$ cat config.mk
export PLATFORM = sky130hd
export DESIGN_NAME = multicycle_serial_adder
export DESIGN_NICKNAME = d
export VERILOG_FILES = /design/src/rtl/multicycle_serial_adder_pkg.sv /design/src/rtl/multicycle_serial_adder_chunk_adder.sv /design/src/rtl/multicycle_serial_adder.sv
export SDC_FILE = /design/constraint.sdc
export NUM_CORES = 1
export LEC_CHECK = 0
export CAP_MARGIN = 20
export CORE_UTILIZATION = 27
export DETAILED_ROUTE_END_ITERATION = 12
export PLACE_DENSITY_LB_ADDON = 0.15
export SYNTH_ARGS = -nofsm -noshare
export SYNTH_HDL_FRONTEND = slang
export SYNTH_SLANG_ARGS = --single-unit
$ cat constraint.sdc
create_clock -name clk -period 6.3 [get_ports clk]
set_input_delay 0.945 -clock clk [delete_from_list [all_inputs] [get_ports clk]]
set_output_delay 0.945 -clock clk [all_outputs]
set_load 0.005 [all_outputs]
$ cat src/rtl/multicycle_serial_adder_pkg.sv
// Shared definitions for the multi-cycle serial adder/subtractor:
// FSM state encodings and default operand/chunk widths.
package multicycle_serial_adder_pkg;

   typedef enum logic {
      IDLE = 1'b0,
      RUN  = 1'b1
   } state_e;

   localparam int DEF_WIDTH = 16;
   localparam int DEF_CHUNK = 4;

endpackage

$ cat src/rtl/multicycle_serial_adder_chunk_adder.sv
// Combinational ripple of CHUNK full-adder cells. Exposes the carry into the
// top cell so the caller can form signed overflow on the final chunk.
module chunk_adder #(
   parameter int CHUNK = 4
) (
   input  logic [CHUNK-1:0] a,
   input  logic [CHUNK-1:0] b,
   input  logic             ci,
   output logic [CHUNK-1:0] s,
   output logic             co,
   output logic             c_top
);

   logic [CHUNK:0] c;

   always_comb begin
      c    = '0;
      s    = '0;
      c[0] = ci;
      for (int i = 0; i < CHUNK; i++) begin
         s[i]   = a[i] ^ b[i] ^ c[i];
         c[i+1] = (a[i] & b[i]) | (c[i] & (a[i] ^ b[i]));
      end
   end

   assign co    = c[CHUNK];
   assign c_top = c[CHUNK-1];

endmodule

$ cat src/rtl/multicycle_serial_adder.sv
// Multi-cycle adder/subtractor: processes CHUNK bits per clock, LSB chunk first,
// carrying between chunks in a register. start/busy/done handshake.
module multicycle_serial_adder
   import multicycle_serial_adder_pkg::*;
#(
   parameter int WIDTH = DEF_WIDTH,
   parameter int CHUNK = DEF_CHUNK
) (
   input  logic             clk,
   input  logic             rst_n,
   input  logic             start,
   input  logic             sub,
   input  logic [WIDTH-1:0] a,
   input  logic [WIDTH-1:0] b,
   input  logic             cin,
   output logic             busy,
   output logic             done,
   output logic [WIDTH-1:0] sum,
   output logic             cout,
   output logic             ovf
);

   localparam int NCHUNK = WIDTH / CHUNK;
   localparam int CNT_W  = (NCHUNK > 1) ? $clog2(NCHUNK) : 1;
   localparam logic [CNT_W-1:0] LAST = CNT_W'(NCHUNK - 1);

   state_e             state_q;
   logic [WIDTH-1:0]   a_q, b_q, acc_q;
   logic [WIDTH-1:0]   a_d, b_d, acc_d;
   logic [CNT_W-1:0]   cnt_q;
   logic               carry_q;
   logic               busy_q, done_q, cout_q, ovf_q;
   logic [WIDTH-1:0]   sum_q;
   logic [CHUNK-1:0]   ch_s;
   logic               ch_co, ch_ctop;

   chunk_adder #(.CHUNK(CHUNK)) u_chunk (
      .a     (a_q[CHUNK-1:0]),
      .b     (b_q[CHUNK-1:0]),
      .ci    (carry_q),
      .s     (ch_s),
      .co    (ch_co),
      .c_top (ch_ctop)
   );

   // Operands shift down one chunk per cycle; result bits enter at the top so
   // after NCHUNK cycles the accumulator holds the full result in place.
   always_comb begin
      a_d   = a_q >> CHUNK;
      b_d   = b_q >> CHUNK;
      acc_d = (acc_q >> CHUNK) | (WIDTH'(ch_s) << (WIDTH - CHUNK));
   end

   always_ff @(posedge clk or negedge rst_n) begin
      if (!rst_n) begin
         state_q <= IDLE;
         a_q     <= '0;
         b_q     <= '0;
         acc_q   <= '0;
         cnt_q   <= '0;
         carry_q <= 1'b0;
         busy_q  <= 1'b0;
         done_q  <= 1'b0;
         sum_q   <= '0;
         cout_q  <= 1'b0;
         ovf_q   <= 1'b0;
      end else begin
         done_q <= 1'b0;
         case (state_q)
            IDLE: begin
               if (start) begin
                  a_q     <= a;
                  b_q     <= sub ? ~b : b;
                  carry_q <= sub ? 1'b1 : cin;
                  cnt_q   <= '0;
                  busy_q  <= 1'b1;
                  state_q <= RUN;
               end
            end
            RUN: begin
               a_q     <= a_d;
               b_q     <= b_d;
               acc_q   <= acc_d;
               carry_q <= ch_co;
               cnt_q   <= cnt_q + 1'b1;
               if (cnt_q == LAST) begin
                  cnt_q   <= '0;
                  state_q <= IDLE;
                  busy_q  <= 1'b0;
                  done_q  <= 1'b1;
                  sum_q   <= acc_d;
                  cout_q  <= ch_co;
                  ovf_q   <= ch_co ^ ch_ctop;
               end
            end
            default: state_q <= IDLE;
         endcase
      end
   end

   assign busy = busy_q;
   assign done = done_q;
   assign sum  = sum_q;
   assign cout = cout_q;
   assign ovf  = ovf_q;

endmodule

After elaboration in Yosys (flattened, before gate mapping)
Index checks and enable logic that the tools add are counted.
W data, S select, Z words.
Word-level totals
  flip-flop bits (word level): 72
  input bits: 37
  output and inout port bits: 20
  logic and storage cells: 60
Operators by class
  add/subtract/negate cells: 1
  eq/ne operators: 3
  muxes and demuxes: 19
  bitwise gates (word level): 24
  reductions and logical operators: 2
Operators with widths (number)
  $pmux W16 S2: 2
  $mux W16: 3
  $not A16 Y16: 1
  $or A12 B16 Y16: 1
  $xor A1 B1 Y1: 9
  $and A1 B1 Y1: 8
  $mux W1: 8
  $pmux W1 S2: 3
  $mux W2: 2
  $or A1 B1 Y1: 4
  $pmux W2 S2: 1
  $reduce_and A2 Y1: 2
  $add A2 B1 Y2 const B: 1
  $eq A2 B2 Y1 const B: 1
  $ne A2 B1 Y1 const B: 1
  $ne A2 B2 Y1 const B: 1
  $not A1 Y1: 1

Logic depth before layout (Yosys ltp)
Gate-level depths: netlist (run 1).
  word-level depth: 10
  gate-level depth with buffers: 9
  gate-level depth less buffers: 9

Hierarchy
From an unflattened synthesis (run 1), not the netlist that was laid out.
Unflattened totals
  cell total of the unflattened synthesis: 243
  area total of the unflattened synthesis: 3139.3 um2
By module, submodules not included
  multicycle_serial_adder: times used 1, cells each 231, area each 3029.2 um2
  chunk_adder: times used 1, cells each 12, area each 110.1 um2

Worst setup path after synthesis (run 1)
Ideal clock, no wire load.
  path kind: flip-flop to flip-flop
  from: register a_q[0]
  to: register ovf_q (netlist: ovf)
  arrival time: 2.009 ns
  setup slack: 4.166 ns
  cell stages (with the launch flop): 10
  buffers on the path: 0
  clock period less this slack: 2.134 ns
  cell sequence: dfrtp_1 fa_1 inv_1 fa_1 inv_1 fa_1 inv_1 fa_1 xnor2_1 mux2_2
Between the ends
  longest elaborated chain between the ends: 10
  elaborated cells between the ends (all ways): 11
  those cells by class: bitwise (11)
RTL lines
  start: declaration: RTL line multicycle_serial_adder.sv:28  | logic [WIDTH-1:0] a_q, b_q, acc_q;
  start signal: assignment: RTL line multicycle_serial_adder.sv:57  | a_q <= '0;
  start signal: assignment: RTL line multicycle_serial_adder.sv:72  | a_q <= a;
  start signal: assignment: RTL line multicycle_serial_adder.sv:81  | a_q <= a_d;
  $xor A1 B1 Y1: RTL line multicycle_serial_adder_chunk_adder.sv:22  | c[i+1] = (a[i] & b[i]) | (c[i] & (a[i] ^ b[i]));
  $and A1 B1 Y1: RTL line multicycle_serial_adder_chunk_adder.sv:22
  $or A1 B1 Y1 *: RTL line multicycle_serial_adder_chunk_adder.sv:22
  $and A1 B1 Y1 *: RTL line multicycle_serial_adder_chunk_adder.sv:22
  $or A1 B1 Y1 *: RTL line multicycle_serial_adder_chunk_adder.sv:22
  $and A1 B1 Y1 *: RTL line multicycle_serial_adder_chunk_adder.sv:22
  $or A1 B1 Y1 *: RTL line multicycle_serial_adder_chunk_adder.sv:22
  $and A1 B1 Y1: RTL line multicycle_serial_adder_chunk_adder.sv:22
  $or A1 B1 Y1: RTL line multicycle_serial_adder_chunk_adder.sv:22
  $xor A1 B1 Y1 *: RTL line multicycle_serial_adder.sv:93  | ovf_q <= ch_co ^ ch_ctop;
  end signal: assignment: RTL line multicycle_serial_adder.sv:93
  end: declaration: RTL line multicycle_serial_adder.sv:32  | logic busy_q, done_q, cout_q, ovf_q;
Every way passes the cells marked *; elsewhere a longest branch is shown, timed or not.
A chain may end at the register's enable or synchronous reset.

Worst setup path after layout (run 1)
  from: input port sub
  to: register b_q[2]
Between the ends
  longest elaborated chain between the ends: 3
RTL lines
  start: declaration: RTL line multicycle_serial_adder.sv:12  | input logic sub,
  $mux W16: RTL line multicycle_serial_adder.sv:73  | b_q <= sub ? ~b : b;
  $mux W16: RTL line multicycle_serial_adder.sv:71  | if (start) begin
  $pmux W16 S2: RTL line multicycle_serial_adder.sv:69  | case (state_q)
  end signal: assignment: RTL line multicycle_serial_adder.sv:73
  end: declaration: RTL line multicycle_serial_adder.sv:28
No other way between the ends. The select of a mux whose other input is x is not followed.

==> results of run 1 <==
layout make-up:
cell class	instances	area [sq um]	share of cell area [%]
clock buffer	12	256	6.37
tap	140	175	4.35
sequential	68	1700	42.3
inverter	13	48.8	1.21
multi-input combinational	149	1230	30.5
clock inverter	4	47.5	1.18
timing repair buffer	58	566	14.1
layer usage:
layer / share of wire, % / vias up / track usage (%) / wire (um)
met2: 45 / 44 / 16.4 / 2700
li1: - / 948 / - / -
met3: 4.4 / 7 / 4.03 / 262
met4: 1.0 / 0 / 3.43 / 62
met5: 0 / - / 0 / 0
met1: 49 / 906 / 14.9 / 2950
synthesized netlist by cell type:
| cell type | instances |
|---|---|
| dfrtp_1 | 68 |
| mux2_2 | 19 |
| mux2i_1 | 19 |
| nand2_1 | 18 |
| o21ai_0 | 14 |
| inv_1 | 13 |
| nor2_1 | 10 |
| xnor2_1 | 10 |
| a221o_1 | 7 |
| and2_1 | 7 |
| buf_6 | 7 |
| xor2_1 | 7 |
| buf_2 | 6 |
| mux2_4 | 6 |
| nand2b_1 | 5 |
| o211ai_1 | 5 |
| a211oi_1 | 4 |
| fa_1 | 4 |
| or3b_1 | 4 |
| o22ai_1 | 3 |
| a22o_1 | 1 |
| buf_4 | 1 |
| buf_8 | 1 |
| clkbuf_1 | 1 |
| ha_1 | 1 |
| nand2_4 | 1 |
| nor2b_1 | 1 |
| nor3b_1 | 1 |
| o21bai_1 | 1 |
| or3b_2 | 1 |
registers in the layout, summed over array words and instances (netlist names):
name     flops
cnt_q        2
b_q         16
carry_q      1
done         1
cout         1
busy         1
ovf          1
state_q      1
sum         16
acc_q       12
a_q         16
per-stage QoR:
step                utilization (%)  hold slack [ps]  total power (uW)  worst slack, ps
finish                         36.5              481              1860             3930
global route                   36.5              514              2000             3850
CTS                            36.5              485              1890             3920
detailed placement             33.7              468              1380             3580
global placement               33.7              468              1360             3600
floorplan                         -              449              1150             4170
power by group through the flow:
stage | Clock, uW | Sequential (uW) | Combinational [uW]
after floorplan | 0 | 720 | 426
after global placement | 0 | 765 | 596
after detailed placement | 0 | 770 | 610
after CTS | 519 | 764 | 610
after global routing | 538 | 790 | 672
final | 504 | 759 | 596
worst reg2reg max path, stage by stage, from the launching register on:
cell and delay, ps:
dfrtp_1 410, fa_1 420, inv_1 70, fa_1 150, inv_1 50, fa_1 390
inv_1 90, fa_1 230, xnor2_1 80, mux2_2 250
cell families after synthesis:
logic type,after synthesis,share of synthesized area [%]
xor+xnor,17,4.78
mux,44,15.9
simple gates,48,8.00
compound gates,35,7.80
fa+ha+maj,5,2.97
buf+inv,29,5.91
flops,68,54.7
final timing paths:
path | from | end | slack, ps | depth (start not counted)
setup / recovery | sub | b_q[2] | 3930 | 3
hold / removal | a_q[7] | a_q[3] | 480 | 2
setup reg to reg | a_q[0] | ovf | 4030 | 9
hold reg to reg | a_q[7] | a_q[3] | 480 | 2
max in group asynchronous | rst_n | state_q | 4850 | 2
min in group asynchronous | rst_n | sum[2] | 820 | 2
==> summary.txt, run 1 <==
Status
  – Status: finished clean

Pwr
  – Reg power frac: 40.8%
  – Maximum VDD drop: 0.000172 V
  – Clock power frac: 27.1%
  – Internal power: 1320 uW
  – P per Cell Area: 462 nW/um^2
  – Switching power: 541 uW
  – Sw Share: 29.1%
  – P_leak: 0.00180 uW
  – Comb pwr share: 32.1%

Clock tree
  – Worst-path clk slew: 50 ps
  – CTS H-tree depth: 3
  – TritonCTS Buffers: 9
  – Setup Fix Bufs, Post-CTS: 0
  – Skew-Pair Late Insertion Delay: 330 ps
  – Hold_buf cts: 0
  – Root Buffer: clkbuf_16
  – CTS tree: built
  – Clock tree buffer depth: 2
  – Clk sinks: 68
  – CTS resizes: 0

Setup path
  – CP Capture Type: register
  – Setup CP Type: in2reg
  – CP Data Required Time: 6500 ps
  – Worst path max stage delay: 930 ps
  – Critical path, cell by cell: clkdlybuf4s50_1, xor2_1, a221o_1
  – Slowest stage cell, crit path: clkdlybuf4s50_1
  – Worst setup SP type: primary input
  – Largest delay share family, worst path: buffers and inverters
  – Buf/Inv on CP: 1
  – Crit-path max FO: 17
  – CP arrival: 2570 ps

Yosys
  – Post-Syn Area: 3110 sq um
  – Synth top area cells: dfrtp_1 (55%), mux2_2 (6.9%), mux2i_1 (6.1%), mux2_4 (2.9%), xnor2_1 (2.8%)
  – Yosys top cell area share: 54.7%
  – Yosys reg bits: 68
  – Yosys cell types: 30
  – Syn_nets: 288
  – Synth Warn #: 0
  – Mapped Cells: 246
  – Avg Cell Area, Syn: 12.7 sq um
  – Seq/Total Area, Yosys: 54.7%
  – Area leader, netlist: dfrtp_1

Die
  – Initial Util: 28.2%
  – Io pins: 57
  – Rows: 38
  – DIE WIDTH: 109 um
  – Die Ht: 109 um
  – Core Region: 11000 sq um
  – Die area: 12000 sq um

STA
  – Fmax: 0.422 GHz
  – Final min period: 2370 ps
  – # setup viols final: 0
  – RSZ-0062 raised after global routing: no
  – Least-Margin Pin Slew: 1010 ps
  – Slew headroom: 32.8%
  – Final setup TNS: 0 ps
  – Hold Vio Cnt, Final: 0
  – Final cycle utilization of the critical path: 37.6%
  – Skew final: 6.73 ps
  – Final Slew Violations: 0

Global route
  – Initial antenna violation count: 0
  – First-pass GRT wire length: 9.80 mm
  – GR Overflow Total: 0
  – Vias in the first global route: 1881
  – Largest net degree at the start of global routing: 69
  – Global-route usage over all layers: 11.0%

Placed design
  – Port buffer count: 56
  – GP Congestion: 0.647
  – Post-DP HPWL: 3.81 mm
  – Placed Cells: 428
  – Placed Instance Area: 3720 sq um

Final layout
  – Commonest non-fill, non-tap cell in the layout: dfrtp_1
  – Antenna cell count: 0
  – Design area: 4020 sq um
  – Commonest non-fill, non-tap cells in the layout: dfrtp_1 (67), clkdlybuf4s50_1 (54), mux2_2 (19), mux2i_1 (19), nand2_1 (18)
  – # nets final: 341
  – Fillcell total: 1137
  – Layout Area Growth over Synthesis: 29.3%
  – Final cell count without fillers: 444
  – Layout cell share with drive strength beyond 1: 15.5%

Min path
  – Hold Crit Class: reg2reg

Routing
  – Vias post-DR: 1905
  – Drt pass-1 iters: 4
  – Detailed Route WL: 5.97 mm
  – Residual DRC count: 0
  – DR vias/cell: 4.29
  – Post-DR wirelength/cell: 13.5 um
  – Routed Antenna Nets: 0
  – Initial DRC Count: 49

Run
  – Max Cap Viol: 0
Note: power is estimated with default switching activity, not from simulation.
==> inputs of run 2 (changes only) <==
clock period = 2.1 ns   (was 6.3 ns; I/O delays follow)
==> summary.txt, run 2 (synthesis gave the netlist of run 1 again) <==
Clock tree
  – Root Buffer: clkbuf_16
  – CTS tree: built
  – Worst-path clk slew: 50 ps
  – TritonCTS Buffers: 9
  – Clk sinks: 68
  – CTS H-tree depth: 3
  – Skew-Pair Late Insertion Delay: 320 ps
  – Clock tree buffer depth: 2

STA
  – Skew final: 7.77 ps
  – Final min period: 2120 ps
  – Fmax: 0.472 GHz
  – Final cycle utilization of the critical path: 101%
  – # setup viols final: 3
  – Fin Hold WS: 9.64 ps
  – Setup ws final: -18.4 ps
  – Final Slew Violations: 0
  – Final setup TNS: -26.9 ps
  – Least-Margin Pin Slew: 630 ps
  – Slew headroom: 58.0%
  – Hold Vio Cnt, Final: 0
  – RSZ-0062 raised after global routing: yes

Setup path
  – Worst path max stage delay: 430 ps
  – R2r setup slk: -20 ps
  – Worst setup SP type: register
  – Critical R2R Capture: sum[15]
  – Critical path, cell by cell: fa_2, inv_2, fa_2, inv_2, fa_2, inv_2, fa_2, mux2i_1
  – CP Data Required Time: 2340 ps
  – Slowest stage cell, crit path: fa_2
  – CP Capture Type: register
  – Setup CP Type: reg2reg
  – CP arrival: 2360 ps
  – FF-to-FF Start: carry_q
  – Path depth of the worst reg2reg path: 8
  – Crit-path max FO: 2
  – Critical Path Most Common Cell: fa_2

Die
  – Core Region: 11000 sq um
  – Die Ht: 109 um
  – Initial Util: 28.2%
  – Rows: 38
  – DIE WIDTH: 109 um
  – Die area: 12000 sq um
  – Io pins: 57

Routing
  – DR vias/cell: 4.22
  – Residual DRC count: 0
  – Detailed Route WL: 6.01 mm
  – Post-DR wirelength/cell: 13.3 um
  – Initial DRC Count: 50
  – Vias post-DR: 1903
  – Routed Antenna Nets: 0
  – Drt pass-1 iters: 4

Pwr
  – Maximum VDD drop: 0.000671 V
  – P_leak: 0.00183 uW
  – P per Cell Area: 1350 nW/um^2

Placed design
  – GP Congestion: 0.687
  – Port buffer count: 56
  – Placed Cells: 435
  – Post-Place Worst Slack: -91.7 ps
  – Post-DP HPWL: 4.08 mm

Final layout
  – Final cell count without fillers: 451
  – Layout cell share with drive strength beyond 1: 19.9%
  – Commonest non-fill, non-tap cell in the layout: dfrtp_1
  – # nets final: 350
  – Commonest non-fill, non-tap cells in the layout: dfrtp_1 (67), clkdlybuf4s50_1 (54), mux2_2 (19), mux2i_1 (19), nand2_1 (18)
  – Layout Area Growth over Synthesis: 30.9%
  – Antenna cell count: 0
  – Util after Layout: 36.9%
  – Fillcell total: 1133

Status
  – Failing checks: negative setup slack
  – Status: complete, but fails checks

Global route
  – Initial antenna violation count: 0
  – Global-route usage over all layers: 11.5%
  – GR Overflow Total: 0
  – Vias in the first global route: 1981
  – First-pass GRT wire length: 10.1 mm
  – Largest net degree at the start of global routing: 32

Run
  – Max Cap Viol: 0

Min path
  – Hold Crit Class: in2async
-- run 2: cell types whose count changed in the layout (fill, tap and decap cells not counted) --
cell	change
o21ai_1	+1
inv_2	+3
inv_1	-3
fa_1	-4
o22ai_1	-1
buf_4	+8
o22ai_2	+1
fa_2	+4
buf_12	+1
bufinv_16	-1
clkinv_2	+1
clkbuf_8	-1
o21ai_0	-1
clkinvlp_4	-1
-- run 2: layout make-up --
type / instances / area, sq um / area share (%)
inverters: 13 / 48.8 / 1.20
well taps: 140 / 175 / 4.30
clock buffers: 11 / 243 / 5.96
multi-input cells: 149 / 1240 / 30.5
repair buffers: 67 / 646 / 15.8
clock inverters: 3 / 15.0 / 0.369
flip-flops and latches: 68 / 1700 / 41.8
-- run 2: how the worst max path moves through the flow --
stage,from,endpoint,slack [ps],depth (start not counted)
6_report,carry_q,sum[15],-20,8
5_1_grt,carry_q,ovf,-100,9
4_1_cts,a_q[0],sum[15],-20,8
3_5_place_dp,a_q[0],acc_q[15],-90,8
3_3_place_gp,a_q[0],acc_q[15],-30,8
2_1_floorplan,a_q[0],acc_q[15],20,8
-- run 2: critical path: cells and delay by family (launching register included) --
family	cells	cell delay [ps]
adders and majority gates	4	1340
DFF	1	400
buffers and inverters	3	170
muxes	1	130
-- run 2: routing by layer --
layer,wire length [um],vias up,part of all wire (%),global-route usage (%)
met5,0,-,0,0
met4,103,0,1.7,5.43
met3,227,8,3.8,3.32
met2,2690,45,45,17.3
met1,2990,888,50,15.1
li1,-,962,-,-
-- run 2: through the flow --
stage | total power, uW | cell area (sq um)
6_report | 5500 | 4070
4_1_cts | 5590 | 4070
2_1_floorplan | 3450 | 3120
3_5_place_dp | 4200 | 3790
3_3_place_gp | 4150 | 3790
5_1_grt | 5930 | 4070
-- run 2: where the power goes --
part	internal, uW	total (uW)	switching [uW]	leakage (uW)
Clock	810	1310	504	0.000131
Sequential	1890	2280	394	0.000855
Combinational	1180	1910	729	0.000844
-- run 2: what timing repair did --
action	4_1_cts	5_1_grt
buffers inserted	2	0
pin swaps	0	1
cloned	0	0
endpoints found under the setup margin	3	5
resized for setup	5	2
hold buffers	0	0
